## src/rtl/regfile_scoreboard.sv

```systemverilog
// rtl/regfile_scoreboard.sv - register file with bypass, NZP condition codes and pending-load scoreboard
module regfile_scoreboard #(
   parameter int WIDTH    = 16,
   parameter int NREGS    = 8,
   parameter int LINK_REG = 7,
   parameter int BYPASS   = 1,
   localparam int AW      = $clog2(NREGS)
) (
   input  logic             i_clk,
   input  logic             i_reset_n,
   input  logic [AW-1:0]    i_src_a,
   input  logic [AW-1:0]    i_src_b,
   input  logic             i_rd_a_en,
   input  logic             i_rd_b_en,
   output logic [WIDTH-1:0] o_reg_a,
   output logic [WIDTH-1:0] o_reg_b,
   input  logic             i_wr_en,
   input  logic [AW-1:0]    i_wr_dest,
   input  logic             i_wr_link,
   input  logic [WIDTH-1:0] i_wr_data,
   input  logic             i_load_cc,
   output logic [2:0]       o_cc,
   input  logic [2:0]       i_br_nzp,
   output logic             o_branch_enable,
   input  logic             i_issue_en,
   input  logic [AW-1:0]    i_issue_dest,
   output logic             o_hazard,
   output logic [NREGS-1:0] o_scoreboard,
   output logic             o_issue_err
);

   localparam logic [AW-1:0] LINK_IDX = AW'(LINK_REG);

   logic [WIDTH-1:0] r_regs [NREGS];
   logic [2:0]       r_cc;
   logic [NREGS-1:0] r_sb;
   logic             r_err;

   logic [AW-1:0]    w_dst;
   logic             w_wr_hit;
   logic             w_iss_hit;
   logic             w_a_in, w_b_in;
   logic             w_a_byp, w_b_byp;
   logic             w_busy_a, w_busy_b;
   logic [NREGS-1:0] w_sb_next;

   assign w_dst     = i_wr_link ? LINK_IDX : i_wr_dest;
   assign w_wr_hit  = i_wr_en && (int'(w_dst) < NREGS);
   assign w_iss_hit = i_issue_en && (int'(i_issue_dest) < NREGS);

   // Out-of-range indices (non power-of-two NREGS) read as 0 and are never busy.
   always_comb begin
      w_a_in  = int'(i_src_a) < NREGS;
      w_b_in  = int'(i_src_b) < NREGS;
      w_a_byp = (BYPASS != 0) && i_wr_en && (w_dst == i_src_a);
      w_b_byp = (BYPASS != 0) && i_wr_en && (w_dst == i_src_b);
      o_reg_a = '0;
      o_reg_b = '0;
      w_busy_a = 1'b0;
      w_busy_b = 1'b0;
      if (w_a_in) begin
         o_reg_a  = w_a_byp ? i_wr_data : r_regs[i_src_a];
         w_busy_a = r_sb[i_src_a] && !w_a_byp;
      end
      if (w_b_in) begin
         o_reg_b  = w_b_byp ? i_wr_data : r_regs[i_src_b];
         w_busy_b = r_sb[i_src_b] && !w_b_byp;
      end
   end

   // Issue is applied after writeback so a same-cycle set wins over the clear.
   always_comb begin
      w_sb_next = r_sb;
      if (w_wr_hit) begin
         w_sb_next[w_dst] = 1'b0;
      end
      if (w_iss_hit) begin
         w_sb_next[i_issue_dest] = 1'b1;
      end
   end

   always_ff @(posedge i_clk) begin
      if (!i_reset_n) begin
         for (int i = 0; i < NREGS; i++) begin
            r_regs[i] <= '0;
         end
         r_cc  <= 3'b010;
         r_sb  <= '0;
         r_err <= 1'b0;
      end else begin
         if (w_wr_hit) begin
            r_regs[w_dst] <= i_wr_data;
         end
         if (i_load_cc) begin
            if (i_wr_data[WIDTH-1]) begin
               r_cc <= 3'b100;
            end else if (i_wr_data == '0) begin
               r_cc <= 3'b010;
            end else begin
               r_cc <= 3'b001;
            end
         end
         r_sb <= w_sb_next;
         if (w_iss_hit && r_sb[i_issue_dest] && !(w_wr_hit && (w_dst == i_issue_dest))) begin
            r_err <= 1'b1;
         end
      end
   end

   assign o_hazard        = (i_rd_a_en && w_busy_a) || (i_rd_b_en && w_busy_b);
   assign o_cc            = r_cc;
   assign o_branch_enable = |(i_br_nzp & r_cc);
   assign o_scoreboard    = r_sb;
   assign o_issue_err     = r_err;

endmodule

```

## config.mk

```make
export PLATFORM = sky130hd
export DESIGN_NAME = regfile_scoreboard
export DESIGN_NICKNAME = d
export VERILOG_FILES = /design/src/rtl/regfile_scoreboard.sv
export SDC_FILE = /design/constraint.sdc
export NUM_CORES = 1
export LEC_CHECK = 0
export ABC_CLOCK_PERIOD_IN_PS = 3100
export CAP_MARGIN = 40
export CORE_MARGIN = 8
export CORE_UTILIZATION = 49
export DETAILED_ROUTE_END_ITERATION = 7
export PLACE_DENSITY = 0.71
export SETUP_SLACK_MARGIN = 0.3
export SYNTH_ARGS = -nofsm -noshare
export SYNTH_HDL_FRONTEND = slang
export SYNTH_SLANG_ARGS = --single-unit
```

## constraint.sdc

```tcl
create_clock -name i_clk -period 3.1 [get_ports i_clk]
set_input_delay 0.31 -clock i_clk [delete_from_list [all_inputs] [get_ports i_clk]]
set_output_delay 0.31 -clock i_clk [all_outputs]
set_load 0.01 [all_outputs]
```

-- Yosys cells after proc, flatten, opt, wreduce, memory -nomap -nowiden
Memories as Yosys holds them, arrays and structs flattened.
Index checks and enable logic that the tools add are counted.
- memories: 1
- input port bits: 39
- memory bits (writable): 128
- bits in read-only memories: 0
- logic and storage cells: 59
- register bits after elaboration: 12
- bits in latches: 0
- output and inout bits: 46
- memory list (name ; words ; width ; rd ports ; clocked after Yosys merged registers in ; wr ports ; line ; RTL):
    r_regs ; 8 ; 16 ; 2 ; 0 ; 8 ; 34 ; logic [WIDTH-1:0] r_regs [NREGS];
- multiply operators: 0
- bitwise operators: 4
- shift-type cells: 0
- muxes and demuxes: 24
- div/mod/pow operators: 0
- $lt $le $gt $ge: 6
- equality and inequality tests: 3
- $add $sub $neg: 0
- reductions and logical operators: 18
- operator list (operator ; count):
    $mux 16 ; 3
    $logic_not 16->1 ; 1
    $lt 3x4->1 const B ; 4
    $mux 8 ; 2
    $reduce_or 16->1 ; 1
    $logic_and 1x1->1 ; 11
    $mux 1 ; 10
    $bmux 1 s3 ; 3
    $eq 3x3->1 ; 3
    $mux 3 ; 3
    $and 8x8->8 ; 1
    $not 8->8 ; 1
    $or 8x8->8 ; 1
    $demux 1 s3 ; 2
    $ge 3x1->1 const B ; 2
    $and 3x3->3 ; 1
    $logic_not 1->1 ; 3
    $reduce_or 3->1 ; 1
    $mux 2 ; 1
    $logic_or 1x1->1 ; 1

-- Logic depth before layout (Yosys ltp)
- depth after elaboration: 10
- mapped depth: 7
- depth with buffers taken out: 4

-- Worst setup path after synthesis
Ideal clock, no wire load.
- path kind: input to register
- from: input port i_wr_link
- to: register r_sb[0], in the netlist o_scoreboard[0]
- required time: 2.896 ns
- path slack: 0.542 ns
- path buffers: 1
- setup time: 0.204 ns
- stages on the path: 4
- data arrival time: 2.354 ns
- path through: buf_2 > or2_2 > o31ai_1 > o32ai_1
- cells in the longest elaborated chain, start to end: 10
- elaborated cells on any way between the ends: 11
- classes of those cells: order compare (2); mux (5); bitwise (3); reduce/logical (1)
- RTL lines (what ; line ; RTL):
    from (decl) ; 19 ; input logic i_wr_link,
    $mux 3 (*) ; 47 ; assign w_dst = i_wr_link ? LINK_IDX : i_wr_dest;
    $lt 3x4->1 (not written as such) / $ge 3x1->1 (equally long branches) ; 75 ; w_sb_next[w_dst] = 1'b0;
    $logic_and 1x1->1 (not written as such) ; 75 ;
    $mux 1 (not written as such) ; 75 ;
    $demux 1 s3 (*) ; 75 ;
    $not 8->8 (no source line) (*) ; -- ;
    $and 8x8->8 (no source line) (*) ; -- ;
    $mux 8 (*) ; 74 ; if (w_wr_hit) begin
    $or 8x8->8 (no source line) ; -- ;
    $mux 8 (*) ; 77 ; if (w_iss_hit) begin
    to (signal assigned) ; 103 ; r_sb <= w_sb_next;
    to (decl) ; 36 ; logic [NREGS-1:0] r_sb;
Mark *: on every way between the ends. The rest lies on a longest branch, timed or not.
A chain may end at the register's enable or synchronous reset.

-- Worst setup path in the final report
- from: input port i_src_b[2]
- to: output port o_reg_b[12]
- cells in the longest elaborated chain, start to end: 3
- elaborated cells on any way between the ends: 4
- classes of those cells: eq/ne (1); mux (1); reduce/logical (1); memory (1)
- RTL lines (what ; line ; RTL):
    from (decl) ; 12 ; input logic [AW-1:0] i_src_b,
    branches (longest 2 deep; another with $mem_v2 8x16) ; -- ;
    $mux 16 (*) ; 66 ; o_reg_b = w_b_byp ? i_wr_data : r_regs[i_src_b];
    to (decl) ; 16 ; output logic [WIDTH-1:0] o_reg_b,
Every way passes the cells marked *.

==> results.json <==
{
  "cts_hold_buf": 0,
  "cp-start-kind": "primary input",
  "crit_top_cell": "clkdlybuf4s50_1",
  "instances_no_fill": 923,
  "drt_iter0_markers": 585,
  "cp_num_buf_inv": 4,
  "die_y_um": 145,
  "crit_family": "buffers and inverters",
  "clock-sinks": 140,
  "synthesis.area_sq_mm": 0.00811,
  "port_buffers": 84,
  "crit_cells": 7,
  "overflow": 0,
  "worstHoldPathType": "reg2reg",
  "fmax_mhz": 360,
  "path_cells": "clkdlybuf4s50_1, o21ai_0, a211oi_4, buf_4, buf_12, mux2_1, clkdlybuf4s50_1",
  "rows": 47,
  "min_to": "o_cc[0]$_SDFFE_PN0P_",
  "post-route-period-util_pct": 89.7,
  "rr_startpoint": "o_scoreboard[5]$_SDFF_PN0_",
  "pin_count": 85,
  "power_density_mw_per_mm2": 514,
  "area_growth_syn_to_layout_pct": 24.7,
  "grt_pass1_vias": 6011,
  "power.total_w": 0.00520,
  "dr.pass1.iters": 5,
  "outcome": "completed",
  "rrSetupSlack_ns": 1.76,
  "slew_headroom_pct": 54.6,
  "p_leak_nw": 3.78,
  "synth-edff-count": 128,
  "syn_avg_cell_area_sq_um": 13.6,
  "cp_max_fo": 7,
  "worstHoldStart": "o_cc[0]$_SDFFE_PN0P_",
  "grt_usage_pct": 23.9,
  "drt_wl_total_mm": 23.4,
  "final_util_pct": 61.7,
  "gp_congestion": 0.852,
  "layout_common_cells": "and2_1, edfxtp_1, mux4_2",
  "ir_drop_mv": 0.424,
  "n_fill_cell": 1216,
  "start_util_pct": 49.4,
  "clk_pin_slew_ns": 0.06,
  "drc": 0,
  "yosysUniqueCellTypes": 46,
  "drive_above_1_share_pct": 28.6,
  "antenna_cells": 0,
  "setup_tns_ns": 0,
  "antenna_found_initial": 1,
  "worstSkewPairLatency_ns": 0.42,
  "finalSetupViolCount": 0,
  "finalHoldViolations": 0,
  "synth_warnings": 0,
  "critPathKind": "in2out",
  "rsz0062_at_grt": "true",
  "layout.nets": 729,
  "finalCriticalPeriod_ns": 2.78,
  "syn_nets": 634,
  "clk_path_buf_depth": 2,
  "ant_nets": 0,
  "synth-seq-cells": 140,
  "h-tree-depth": 4,
  "place_area_sq_mm": 0.00940,
  "core_sq_mm": 0.0164,
  "place_inst": 887,
  "arrival_ns": 2.47,
  "num_vias": 5630,
  "required_ns": 2.79,
  "tightestPinTransition_ns": 0.681,
  "cpMaxStageDelayCell": "clkdlybuf4s50_1",
  "cts_buffers": 17,
  "tritoncts": "built",
  "grt_first_pass_wirelength_mm": 35.7,
  "cp-end-kind": "primary output",
  "async_reset_ff_share_pct": 0,
  "layout_commonest_cell": "and2_1",
  "seq_area_frac_synth_pct": 50.3,
  "reg2regPathDepth": 3,
  "clockRootBuffer": "clkbuf_16",
  "reg2reg_to": "o_issue_err$_SDFFE_PN0P_",
  "fin_area_sq_mm": 0.0101,
  "dieWidth_um": 145,
  "synthCells": 595,
  "place_hpwl_mm": 15.4,
  "die-area_sq_mm": 0.0209,
  "finalClockSkew_ns": 0.000364,
  "cap_viol_max_count": 0,
  "ys.flop_type": "edfxtp_1",
  "grt_max_degree": 21,
  "wl_per_cell_um": 25.4,
  "drv_slew": 0,
  "holdPathStages": 2,
  "vias_per_cell": 6.10,
  "max_stage_delay_ns": 0.53
}
[kinds of logic (layout without fill, tap and decap cells)]
logic type                after synthesis  in the layout  synth area share, %
muxes                                 120            120                 26.7
and+or+nand+nor                       233            233                 15.8
buffers and inverters                  67            175                 3.93
DFF                                   140            140                 50.3
AOI/OAI and AO/OA                      32             32                 2.90
xor gates and xnor gates                3              3                0.324
[cell type report]
class	instances	area (sq um)	area share, %
Clock buffer	18	429	4.24
Clock inverter	14	171	1.69
Inverter	13	48.8	0.482
Multi-Input combinational cell	388	3760	37.1
Sequential cell	140	4080	40.4
Tap cell	220	275	2.72
Timing Repair Buffer	130	1350	13.4
[registers in the layout (all words and copies together) (netlist names)]
register      count
o_cc              3
o_issue_err       1
o_scoreboard      8
r_regs          128
[per-stage QoR]
stage	worst slack, ns	hold slack, ns
floorplan	0.542	0.462
global placement	0.129	0.479
detailed placement	0.116	0.494
CTS	0.300	0.511
global route	0.241	0.532
finish	0.319	0.497
[how the worst max path moves through the flow]
stage / end / start / slack, ns
floorplan: o_scoreboard[0]$_SDFF_PN0_ / i_wr_link / 0.54
global placement: o_reg_a[0] / i_src_a[1] / 0.13
detailed placement: o_reg_a[0] / i_src_a[1] / 0.12
CTS: o_reg_b[1] / i_wr_dest[1] / 0.30
global route: o_reg_b[12] / i_wr_dest[1] / 0.24
finish: o_reg_b[12] / i_src_b[2] / 0.32
[layer usage]
layer	routed length (um)	up-vias	global-route usage (%)
met4	657	2	9.09
met5	14	-	0
met1	9320	2848	30.4
li1	-	2417	-
met3	2200	59	7.58
met2	11300	304	37.7
[what timing repair did]
item	4_1_cts	5_1_grt
endpoints found under the setup margin	32	24
setup buffers	2	0
pin swaps	1	1
resized for setup	18	15
gates cloned	2	0
[cell usage after synthesis, drive strengths merged (2+ instances only)]
cell | n | area share, %
and2 | 129 | 9.9
edfxtp | 128 | 47
mux4 | 69 | 19
nand2 | 61 | 2.8
mux2 | 50 | 7.4
clkbuf | 37 | 1.7
buf | 17 | 1.6
dfxtp | 12 | 3.0
inv | 12 | 0.56
nor2 | 12 | 0.59
o21ai | 9 | 0.56
nand2b | 6 | 0.46
nor3 | 6 | 0.49
nand3 | 5 | 0.31
o22ai | 5 | 0.39
nand3b | 4 | 0.37
nor4 | 4 | 0.31
or2 | 3 | 0.23
xnor2 | 3 | 0.32
a21oi | 2 | 0.12
nand4 | 2 | 0.15
o2111ai | 2 | 0.22
o31ai | 2 | 0.19
o32ai | 2 | 0.22
[tightest hold or removal path, cell delays in order, from the launching register on]
cell and delay (ns):
dfxtp_1 0.32, nand2b_1 0.07, a21oi_1 0.06
[report_power, final]
part           total, W  switching, W  internal [W]
Combinational  0.000882      0.000411      0.000471
Clock           0.00207      0.000806       0.00126
Sequential      0.00224     0.0000647       0.00218
No activity file was read; power rests on OpenSTA's default activity.
